==> src/rtl/prog_loader_if.sv <==
// prog_loader_if: byte stream into the loader plus the instruction RAM write
// port out of it.
//
// Handshake: a byte transfers on a rising clk edge where byte_valid and
// byte_ready are both high. byte_ready is a registered-state decode and never
// looks at byte_valid. A source holds byte_in steady while byte_valid is high
// and the byte is not yet taken.
//
// Signals:
//   byte_in    [7:0]    stream data
//   byte_valid          byte_in is valid this cycle
//   byte_ready          loader takes a byte this cycle
//   wr_en               instruction RAM write strobe
//   wr_addr    [D-1:0]  instruction RAM write address
//   wr_data    [W-1:0]  instruction RAM write data
//
// Modports: master = the loader; slave = the byte source and the RAM.
interface prog_loader_if #(
    parameter int D = 12,
    parameter int W = 9
);
    logic [7:0]   byte_in;
    logic         byte_valid;
    logic         byte_ready;
    logic         wr_en;
    logic [D-1:0] wr_addr;
    logic [W-1:0] wr_data;

    modport master (
        input  byte_in, byte_valid,
        output byte_ready, wr_en, wr_addr, wr_data
    );

    modport slave (
        output byte_in, byte_valid,
        input  byte_ready, wr_en, wr_addr, wr_data
    );
endinterface

==> src/rtl/prog_loader.sv <==
// prog_loader: streams 9-bit machine code into instruction RAM before the core
// runs. Bytes arrive in pairs: first the low byte, then the byte that carries
// bits W-1..8. Each pair is written to the next address, starting at 0. The
// core is held in reset for the whole load, and load_done pulses at the end.
//
// Ports:
//   clk, reset   system clock; synchronous active-high reset
//   start        begin a load (sampled only when idle)
//   count [D-1:0] number of instructions to load (latched on start)
//   bus          prog_loader_if.master: byte stream in, RAM write port out
//   core_hold    high while a load is in progress
//   busy         loader is not idle
//   load_done    one-cycle pulse when a load completes
//   err          sticky: a high byte had unused bits set
//   dbg_state    current FSM state, for observation
module prog_loader #(
    parameter int D = 12,
    parameter int W = 9
) (
    input  logic           clk,
    input  logic           reset,
    input  logic           start,
    input  logic [D-1:0]   count,
    prog_loader_if.master  bus,
    output logic           core_hold,
    output logic           busy,
    output logic           load_done,
    output logic           err,
    output logic [2:0]     dbg_state
);

    typedef enum logic [2:0] {
        S_IDLE   = 3'd0,
        S_GET_LO = 3'd1,
        S_GET_HI = 3'd2,
        S_WRITE  = 3'd3,
        S_FINISH = 3'd4
    } state_t;

    // High-byte bits that do not fit into the W-bit instruction.
    localparam logic [7:0] UNUSED_MASK = 8'hFF << (W - 8);

    state_t       state;
    state_t       state_nxt;
    logic [D-1:0] count_q;
    logic [D-1:0] addr;
    logic [7:0]   lo;
    logic [D-1:0] wr_addr_q;
    logic [W-1:0] wr_data_q;
    logic         take;
    logic         last;

    assign take = bus.byte_valid && bus.byte_ready;
    // count_q is never 0 once a write is reached, so count_q-1 cannot wrap.
    // The largest count therefore ends at 2^D-2 and addr never wraps.
    assign last = (addr == count_q - D'(1));

    // State register
    always_ff @(posedge clk) begin
        if (reset) begin
            state <= S_IDLE;
        end else begin
            state <= state_nxt;
        end
    end

    // Next-state logic
    always_comb begin
        state_nxt = state;
        case (state)
            S_IDLE: begin
                if (start) begin
                    state_nxt = (count != '0) ? S_GET_LO : S_FINISH;
                end
            end
            S_GET_LO: if (take) state_nxt = S_GET_HI;
            S_GET_HI: if (take) state_nxt = S_WRITE;
            S_WRITE:  state_nxt = last ? S_FINISH : S_GET_LO;
            S_FINISH: state_nxt = S_IDLE;
            default:  state_nxt = S_IDLE;
        endcase
    end

    // Output decode (Moore)
    always_comb begin
        bus.byte_ready = 1'b0;
        bus.wr_en      = 1'b0;
        load_done      = 1'b0;
        case (state)
            S_GET_LO: bus.byte_ready = 1'b1;
            S_GET_HI: bus.byte_ready = 1'b1;
            S_WRITE:  bus.wr_en      = 1'b1;
            S_FINISH: load_done      = 1'b1;
            default:  ;
        endcase
    end

    assign busy        = (state != S_IDLE);
    assign core_hold   = busy;
    assign bus.wr_addr = wr_addr_q;
    assign bus.wr_data = wr_data_q;
    assign dbg_state   = state;

    // Datapath. The write address and word are loaded on the high-byte
    // handshake. They are valid during WRITE and hold afterwards, so the
    // address counter can move on without disturbing the RAM port. The high
    // bits of the instruction live directly in wr_data_q.
    always_ff @(posedge clk) begin
        if (reset) begin
            count_q   <= '0;
            addr      <= '0;
            lo        <= '0;
            err       <= 1'b0;
            wr_addr_q <= '0;
            wr_data_q <= '0;
        end else begin
            case (state)
                S_IDLE: begin
                    if (start) begin
                        err <= 1'b0;
                        if (count != '0) begin
                            count_q <= count;
                            addr    <= '0;
                        end
                    end
                end
                S_GET_LO: begin
                    if (take) lo <= bus.byte_in;
                end
                S_GET_HI: begin
                    if (take) begin
                        wr_addr_q <= addr;
                        wr_data_q <= {bus.byte_in[W-9:0], lo};
                        if ((bus.byte_in & UNUSED_MASK) != 8'h00) err <= 1'b1;
                    end
                end
                S_WRITE: begin
                    if (!last) addr <= addr + D'(1);
                end
                default: ;
            endcase
        end
    end

endmodule

==> src/flat_wrapper.sv <==
// flat-port wrapper written by rule: the top's interface ports become plain ports
module prog_loader_flat 
#(
    parameter int D = 12,
    parameter int W = 9
)
  (clk, reset, start, count, core_hold, busy, load_done, err, dbg_state, bus_byte_in, bus_byte_valid, bus_byte_ready, bus_wr_en, bus_wr_addr, bus_wr_data);
  prog_loader_if #(.D(D), .W(W)) bus_i ();
  input  logic clk;
  input  logic reset;
  input  logic start;
  input  logic [D-1:0] count;
  output logic core_hold;
  output logic busy;
  output logic load_done;
  output logic err;
  output logic [2:0] dbg_state;
  input wire logic [$bits(bus_i.byte_in)-1:0] bus_byte_in;
  input wire logic [$bits(bus_i.byte_valid)-1:0] bus_byte_valid;
  output wire logic [$bits(bus_i.byte_ready)-1:0] bus_byte_ready;
  output wire logic [$bits(bus_i.wr_en)-1:0] bus_wr_en;
  output wire logic [$bits(bus_i.wr_addr)-1:0] bus_wr_addr;
  output wire logic [$bits(bus_i.wr_data)-1:0] bus_wr_data;
  assign bus_i.byte_in = bus_byte_in;
  assign bus_i.byte_valid = bus_byte_valid;
  assign bus_byte_ready = bus_i.byte_ready;
  assign bus_wr_en = bus_i.wr_en;
  assign bus_wr_addr = bus_i.wr_addr;
  assign bus_wr_data = bus_i.wr_data;
  prog_loader #(.D(D), .W(W)) u_core (.clk(clk), .reset(reset), .start(start), .count(count), .bus(bus_i), .core_hold(core_hold), .busy(busy), .load_done(load_done), .err(err), .dbg_state(dbg_state));
endmodule
==> config.mk <==
export PLATFORM = sky130hd
export DESIGN_NAME = prog_loader_flat
export DESIGN_NICKNAME = d
export VERILOG_FILES = /design/src/rtl/prog_loader_if.sv /design/src/rtl/prog_loader.sv /design/src/flat_wrapper.sv
export SDC_FILE = /design/constraint.sdc
export NUM_CORES = 1
export LEC_CHECK = 0
export CAP_MARGIN = 15
export CELL_PAD_IN_SITES_DETAIL_PLACEMENT = 0
export CELL_PAD_IN_SITES_GLOBAL_PLACEMENT = 1
export CORE_ASPECT_RATIO = 1.2
export CORE_MARGIN = 2
export CORE_UTILIZATION = 40
export DETAILED_ROUTE_END_ITERATION = 6
export PLACE_DENSITY = 0.9
export SLEW_MARGIN = 20
export SYNTH_ARGS = -nofsm -noshare
export SYNTH_HDL_FRONTEND = slang
export SYNTH_SLANG_ARGS = --single-unit
==> constraint.sdc <==
create_clock -name clk -period 4.85 [get_ports clk]
set_input_delay 0.97 -clock clk [delete_from_list [all_inputs] [get_ports clk]]
set_output_delay 0.97 -clock clk [all_outputs]
set_load 0.02 [all_outputs]
* Word level (Yosys, flattened, before mapping)
Cells that the tools add are included.
** Storage, ports and cells
- Register bits :: 57
- Word-level logic and storage cells :: 51
** Cells by class
- Multiplexer cells :: 17
- Eq/ne operators :: 11
- $add $sub $neg :: 2
- Reduce and logical (&&, ||, !) cells :: 14
** Operators by type and width (number)
- 12-bit two-way mux :: 3
- 12-bit case mux with 2 select lines :: 1
- 3-bit two-way mux :: 5
- 12-bit by 1-bit adder with 12-bit output (second input constant) :: 1
- 12-bit == test :: 1
- 3-bit case mux with 4 select lines :: 1
- 12-bit nonzero test :: 1
- 12-bit by 1-bit subtractor with 12-bit output (second input constant) :: 1
- 2-bit by 1-bit != test with 1-bit output (second input constant) :: 4
- 4-bit AND reduction :: 2
- 8-bit nonzero test :: 1
- 3-bit by 2-bit == test with 1-bit output (second input constant) :: 2
- 1-bit two-way mux :: 6
- 3-bit AND reduction :: 2
- 2-bit != test (second input constant) :: 2
- 2-bit AND reduction :: 2
- 2-bit nonzero test :: 2
- 3-bit by 1-bit == test with 1-bit output (second input constant) :: 1
- 3-bit == test (second input constant) :: 1
- 3-bit logical NOT :: 1
- 3-bit nonzero test :: 1
- 1-bit case mux with 2 select lines :: 1
- 2-bit OR reduction :: 1
- 1-bit logical AND :: 1

* Depth between registers and ports, before layout
Gate-level depths: netlist (run 1).
- Word-level depth :: 6
- Gate-level depth with buffers :: 11
- Gate-level depth less buffers :: 10

* Least setup slack after synthesis (run 1)
Ideal clock, no wire load.
- Path kind :: register to register
- Start point :: reg u_core.count_q[0]
- End point :: reg u_core.addr[10]
- Path slack :: 1.969 ns
- Data arrival time :: 2.750 ns
- Library setup time :: 0.130 ns
- Stages on the path, launching flop included :: 12
- Clock period less this slack :: 2.881 ns
- Cells stage by stage :: dfxtp_1 inv_1 ha_1 or3b_1 or4_4 a2111oi_2 o2111ai_1 o31a_1 buf_6 o2111ai_4 or4_2 a21oi_2
** Between the ends
- Longest elaborated chain between the ends :: 4
** RTL lines
- start, declared :: RTL line prog_loader.sv:45 : logic [D-1:0] count_q;
- start signal, assigned :: RTL line prog_loader.sv:122 : count_q <= count;
- 12-bit by 1-bit subtractor with 12-bit output :: RTL line prog_loader.sv:56 : assign last = (addr == count_q - D'(1));
- 12-bit == test :: RTL line prog_loader.sv:56
- 2-bit != test (no source line)
- 4-bit AND reduction (no source line)
- end signal, assigned :: RTL line prog_loader.sv:138 : if (!last) addr <= addr + D'(1);
- end, declared :: RTL line prog_loader.sv:46 : logic [D-1:0] addr;
Every way passes these cells.
A chain may end at the register's enable or synchronous reset.

* Final worst setup path (run 1)
Same ends and word-level chain as after synthesis.

==> run summary, run 1 <==
IO Pins -> 54
routed wire length per instance -> 14.3 µm
DR iter-0 viols -> 194
Worst Skew -> 9.00 ps
Critical Path AT -> 3360 ps
drt pass-1 iters -> 7
clock sink total -> 57
nature of the critical path startpoint -> register
cell area after layout -> 0.00349 mm²
Post-route DRC -> 0
area grow syn2layout -> 29.2%
vias in the first global route -> 2405
share of cells above drive strength 1 -> 7.69%
post-synth cell types -> 52
first-pass GRT wire length -> 11400 µm
Hold Fails Final Rpt -> 0
Slew headroom -> 41.3%
largest net degree at the start of global routing -> 37
Mean Syn Cell Area -> 7.96 µm²
Post-CTS Setup Repair Bufs -> 0
peak per-stage delay on the critical path -> 490 ps
Syn Nets -> 365
setup_tns -> 0 ps
die area -> 0.00743 mm²
Fmax achieved -> 0.317 GHz
cells after synthesis -> 339
hpwl dp -> 4800 µm
pins over their slew limit -> 0
GRT Residual Overflow -> 0
Power Dens Cells -> 346 mW/mm²
initial core utilization -> 41.6%
Chip Height -> 94 µm
CTS tree -> yes
max-cap viol count -> 0
setup ws final -> 1700 ps
worst path required time -> 5050 ps
Worst Tran Pin Value -> 877 ps
# port buffers -> 53
total wire length -> 6780 µm
Setup crit end kind -> register
width of the die -> 79 µm
final non-filler cell total -> 475
leakage -> 1.15 nW
worst setup path category -> register to register
clock latency on the worst-skew pair -> 330 ps
Antenna Cells -> 0
Worst-path clk slew -> 60 ps
setup slack at placement -> 1670 ps
post-synthesis sequential area ratio -> 42.3%
asr flop ratio synth -> 0%
initial antenna violation count -> 0
Peak VDD IR -> 195 µV
status -> complete, no violations
nets -> 412
CORE AREA -> 0.00649 mm²
TritonCTS buffer count -> 9
Crit-path slowest cell -> or4_4
Hold Crit Class -> register to register
CP Max Fanout -> 9
Final period util -> 65.0%
GPL Wtd Cong -> 0.844
ys flop type -> dfxtp_1
final count of negative-setup-slack endpoints -> 0
root buffer cell -> clkbuf_8
Yosys warnings -> 0
crit path time final -> 3150 ps
H-Tree Depth -> 3
Yosys reg bits -> 57
CTS Buffer Depth -> 2
Cell Area, Synth -> 0.00270 mm²
FP Rows -> 32
CTS resizes -> 0
Via density -> 5.34
Routed Antenna Nets -> 0
Hold Buf Count CTS -> 0
EDFF count, synth -> 0
utilization after layout -> 53.8%
GRT Resource Usage Total -> 19.7%
DR vias -> 2538
crit-path cells -> inv_1 -> ha_1 -> or3b_1 -> or4_4 -> a2111oi_2 -> o2111ai_1 -> o31a_1 -> o2111ai_4 -> or4_2 -> a21oi_2
placed insts -> 460
Post-DP Area -> 0.00327 mm²
RSZ-0062 raised after global routing -> false
state kept, by name (all words and copies together) (netlist names):
signal and count:
u_core.lo 8, u_core.count_q 12, u_core.dbg_state 3, u_core.err 1, u_core.addr 12, u_core.bus.wr_data 9
u_core.bus.wr_addr 12
where the power goes:
part           leakage (nW)  switching (mW)  total (mW)  internal, mW
combinational         0.579           0.114       0.207        0.0935
sequential            0.462          0.0249       0.511         0.486
clock                 0.104           0.189       0.488         0.299
metal layers:
layer	track usage, %	share of wire [%]	wire length, µm	vias to the layer above
met1	23.6	43	2930	1201
met4	7.90	1.2	80	0
li1	-	-	-	1265
met3	5.48	6.4	435	9
met2	33.0	49	3340	63
met5	0	0	0	-
cells in the mapped netlist (2+ instances only):
library cell	count	area share, %
or3_1	4	0.93
nor3_1	9	1.7
o31a_1	2	0.65
nor4_1	6	1.4
xnor2_1	10	3.2
o31ai_1	3	0.83
buf_2	2	0.37
a21oi_1	42	7.8
o21ai_1	4	0.74
clkbuf_1	15	2.1
nand4_1	4	0.93
or4_2	2	0.65
xor2_1	7	2.3
mux2i_1	9	3.3
a211oi_1	2	0.56
inv_1	7	0.97
o21ai_0	3	0.56
nand2b_1	3	0.70
nand2_1	79	11
nor2_1	26	3.6
a21oi_2	2	0.65
nor3b_1	3	0.83
nand3_1	9	1.7
ha_1	2	0.93
dfxtp_1	57	42
through the flow:
stage,hold slack (ps),total power [mW]
after detailed placement,448,0.729
final,456,1.21
after CTS,460,1.21
after global placement,439,0.726
after global routing,479,1.26
after floorplan,431,0.661
critical path: cells and delay by family (launching register included):
family          cells  cell delay [ps]
simple gates        3             1040
buf+inv             1               70
flops               1              350
fa+ha+maj           1              220
compound gates      5             1330
final timing paths:
check | from | endpoint | slack, ps | cells after the start
hold reg to reg | u_core.lo[2] | u_core.bus.wr_data[2] | 460 | 2
hold / removal | u_core.lo[2] | u_core.bus.wr_data[2] | 460 | 2
setup / recovery | u_core.count_q[0] | u_core.addr[10] | 1700 | 10
setup reg to reg | u_core.count_q[0] | u_core.addr[10] | 1700 | 10
cells in the final DEF (no fill, tap or decap), types with 3 or more instances in the layout:
master           count
a21oi_1             42
buf_4                3
clkbuf_8            10
clkdlybuf4s50_1     53
dfxtp_1             57
inv_1                7
mux2i_1              9
nand2_1             79
nand2b_1             3
nand3_1              9
nand4_1              4
nor2_1              26
nor3_1               9
nor3b_1              3
nor4_1               6
o21ai_0              3
o21ai_1              4
o31ai_1              3
or3_1                4
xnor2_1             10
xor2_1               7
final cells by class:
| cell class | count | area [µm²] |
|---|---|---|
| tap | 85 | 106 |
| clock buffer | 10 | 138 |
| fill | 666 | 3000 |
| sequential | 57 | 1140 |
| multi-input combinational | 255 | 1440 |
| clock inverter | 5 | 80.1 |
| timing repair buffer | 56 | 553 |
| inverter | 7 | 26.3 |
cell families (layout without fill, tap and decap cells):
group,after synthesis,in the layout,synth area share (%)
AND/OR/NAND/NOR,154,154,26.0
buffers and inverters,27,78,4.26
adder cells (fa/ha/maj),2,2,0.927
multiplexers,10,10,3.75
AO/OA/AOI/OAI,72,72,17.2
XOR/XNOR,17,17,5.51
flip-flops,57,57,42.3
(Power assumes the default switching activity.)
==> inputs of run 2 (changes only) <==
- CORE_UTILIZATION: 40 -> 37
- PLACE_DENSITY: 0.9 -> 0.84
- clock period: 4.85 -> 3.24 ns (I/O delays scaled with it)
==> run 2 against run 1 <==
Global-route usage fell by 1.7 points. Non-clock buffer count rose by 8. Largest cell class unchanged. Die area rose by 7.7%. Utilization fell by 3.0 points. Wire length increased by 1.5%. Sequential power is 50% higher. Clock power grew 68%. Combinational power increased by 66%. Critical path type unchanged. Worst setup slack worse by 1600 ps. Critical path depth stayed put.
==> run summary, run 2 (synthesized netlist as in run 1, its figures left out) <==
worst path required time -> 3460 ps (was 5050 ps)
Fill cells -> 705 (was 666)
TritonCTS buffer count -> 9 (unchanged)
multi-input logic area -> 0.00148 mm² (was 0.00144 mm²)
Post-CTS Setup Repair Bufs -> 0 (unchanged)
GRT Resource Usage Total -> 18.0% (was 19.7%)
Worst Tran Pin Value -> 736 ps (was 877 ps)
cell area after layout -> 0.00363 mm² (was 0.00349 mm²)
Power Dens Cells -> 532 mW/mm² (was 346 mW/mm²)
Hold Worst Slack -> 449 ps (was 456 ps)
Chip Height -> 97.6 µm (was 94 µm)
DR vias -> 2562 (was 2538)
root buffer cell -> clkbuf_8 (unchanged)
most frequent cells in the layout -> 79 x nand2_1, 57 x dfxtp_1, 53 x clkdlybuf4s50_1 (unchanged)
switching part of the total -> 26.7% (was 27.2%)
CTS tree -> yes (unchanged)
GRT Residual Overflow -> 0 (unchanged)
final count of negative-setup-slack endpoints -> 0 (unchanged)
most common cell after layout, fill and taps aside -> nand2_1 (unchanged)
utilization after layout -> 50.8% (was 53.8%)
nature of the critical path startpoint -> register (unchanged)
leakage -> 1.21 nW (was 1.15 nW)
setup ws final -> 117 ps (was 1700 ps)
FP Rows -> 34 (was 32)
share of cells above drive strength 1 -> 10.0% (was 7.69%)
Critical Path AT -> 3340 ps (was 3360 ps)
Slew headroom -> 50.7% (was 41.3%)
Post-DP Area -> 0.00335 mm² (was 0.00327 mm²)
setup slack at placement -> 155 ps (was 1670 ps)
NetSw -> 0.516 mW (was 0.328 mW)
vias in the first global route -> 2408 (was 2405)
GPL Wtd Cong -> 0.784 (was 0.844)
Via density -> 5.23 (was 5.34)
Antenna Cells -> 0 (unchanged)
Routed Antenna Nets -> 0 (unchanged)
area grow syn2layout -> 34.4% (was 29.2%)
clock share of power -> 42.6% (was 40.5%)
pins over their slew limit -> 0 (unchanged)
Hold Crit Class -> register to register (unchanged)
hpwl dp -> 4840 µm (was 4800 µm)
IO Pins -> 54 (unchanged)
drt pass-1 iters -> 4 (was 7)
CORE AREA -> 0.00715 mm² (was 0.00649 mm²)
initial antenna violation count -> 0 (unchanged)
Fmax achieved -> 0.320 GHz (was 0.317 GHz)
routed wire length per instance -> 14.0 µm (was 14.3 µm)
nets -> 421 (was 412)
width of the die -> 82.0 µm (was 79 µm)
PnR Total Power -> 1.93 mW (was 1.21 mW)
first-pass GRT wire length -> 11200 µm (was 11400 µm)
Post-route DRC -> 0 (unchanged)
initial core utilization -> 37.8% (was 41.6%)
status -> complete, no violations (unchanged)
Comb power frac -> 17.8% (was 17.2%)
Reg power frac -> 39.6% (was 42.4%)
Worst Skew -> 8.26 ps (was 9.00 ps)
Setup crit end kind -> register (unchanged)
CP Max Fanout -> 6 (was 9)
clock sink total -> 57 (unchanged)
largest net degree at the start of global routing -> 37 (unchanged)
# port buffers -> 53 (unchanged)
CTS Buffer Depth -> 2 (unchanged)
H-Tree Depth -> 3 (unchanged)
worst setup path category -> register to register (unchanged)
die area -> 0.00800 mm² (was 0.00743 mm²)
Worst-path clk slew -> 70 ps (was 60 ps)
clock latency on the worst-skew pair -> 340 ps (was 330 ps)
internal power -> 1.41 mW (was 0.879 mW)
Hold Fails Final Rpt -> 0 (unchanged)
max-cap viol count -> 0 (unchanged)
Reg area -> 0.00114 mm² (unchanged)
Peak VDD IR -> 404 µV (was 195 µV)
Final period util -> 96.4% (was 65.0%)
DR iter-0 viols -> 109 (was 194)
crit path time final -> 3120 ps (was 3150 ps)
total wire length -> 6880 µm (was 6780 µm)
==> run 2: per-layer routing <==
metal	wire length (µm)	track usage [%]	up-vias
met5	0	0	-
met4	165	8.08	0
met3	318	5.02	14
met2	3370	29.0	51
met1	3030	21.8	1204
li1	-	-	1293
==> run 2: timing repair <==
item                                   4_1_cts  5_1_grt
setup endpoints to repair                    0        9
endpoints found under the hold margin        0        0
resized for setup                            0        4
hold buffers                                 0        0
==> run 2: power groups by stage <==
stage	Combinational, mW	Clock [mW]	Sequential [mW]
2_1_floorplan	0.216	0	0.773
3_3_place_gp	0.327	0	0.779
3_5_place_dp	0.329	0	0.779
4_1_cts	0.330	0.840	0.764
5_1_grt	0.373	0.869	0.768
6_report	0.343	0.822	0.765
==> run 2: final cells by class <==
| class | count | share of cell area [%] |
|---|---|---|
| clock buffers | 11 | 3.90 |
| clock inverters | 5 | 2.83 |
| repair buffers | 64 | 17.2 |
| multi-input cells | 256 | 40.8 |
| flip-flops and latches | 57 | 31.4 |
| inverters | 7 | 0.724 |
| well taps | 90 | 3.10 |
==> run 2: per-stage QoR <==
stage / cells / setup TNS, ps
after floorplan: 339 / 0
after global placement: 473 / 0
after detailed placement: 473 / 0
after CTS: 489 / 0
after global routing: 490 / -79.5
final: 490 / 0
==> run 2: critical path, stage by stage, from the launching register on <==
cell	delay, ps
dfxtp_1	350
inv_1	70
ha_1	220
or3b_1	380
or4_4	500
a2111oi_4	380
o2111ai_2	220
o31a_4	410
o2111ai_4	240
or4_2	160
a21oi_1	50
==> run 2: path summary, 6_finish.rpt <==
check                           slack (ps)               endpoint  cells after the start               from
worst max-delay path                   120         u_core.addr[8]                     10  u_core.count_q[0]
worst min-delay path                   450  u_core.bus.wr_data[0]                      2       u_core.lo[0]
worst max register to register         120         u_core.addr[8]                     10  u_core.count_q[0]
worst min register to register         450  u_core.bus.wr_data[0]                      2       u_core.lo[0]
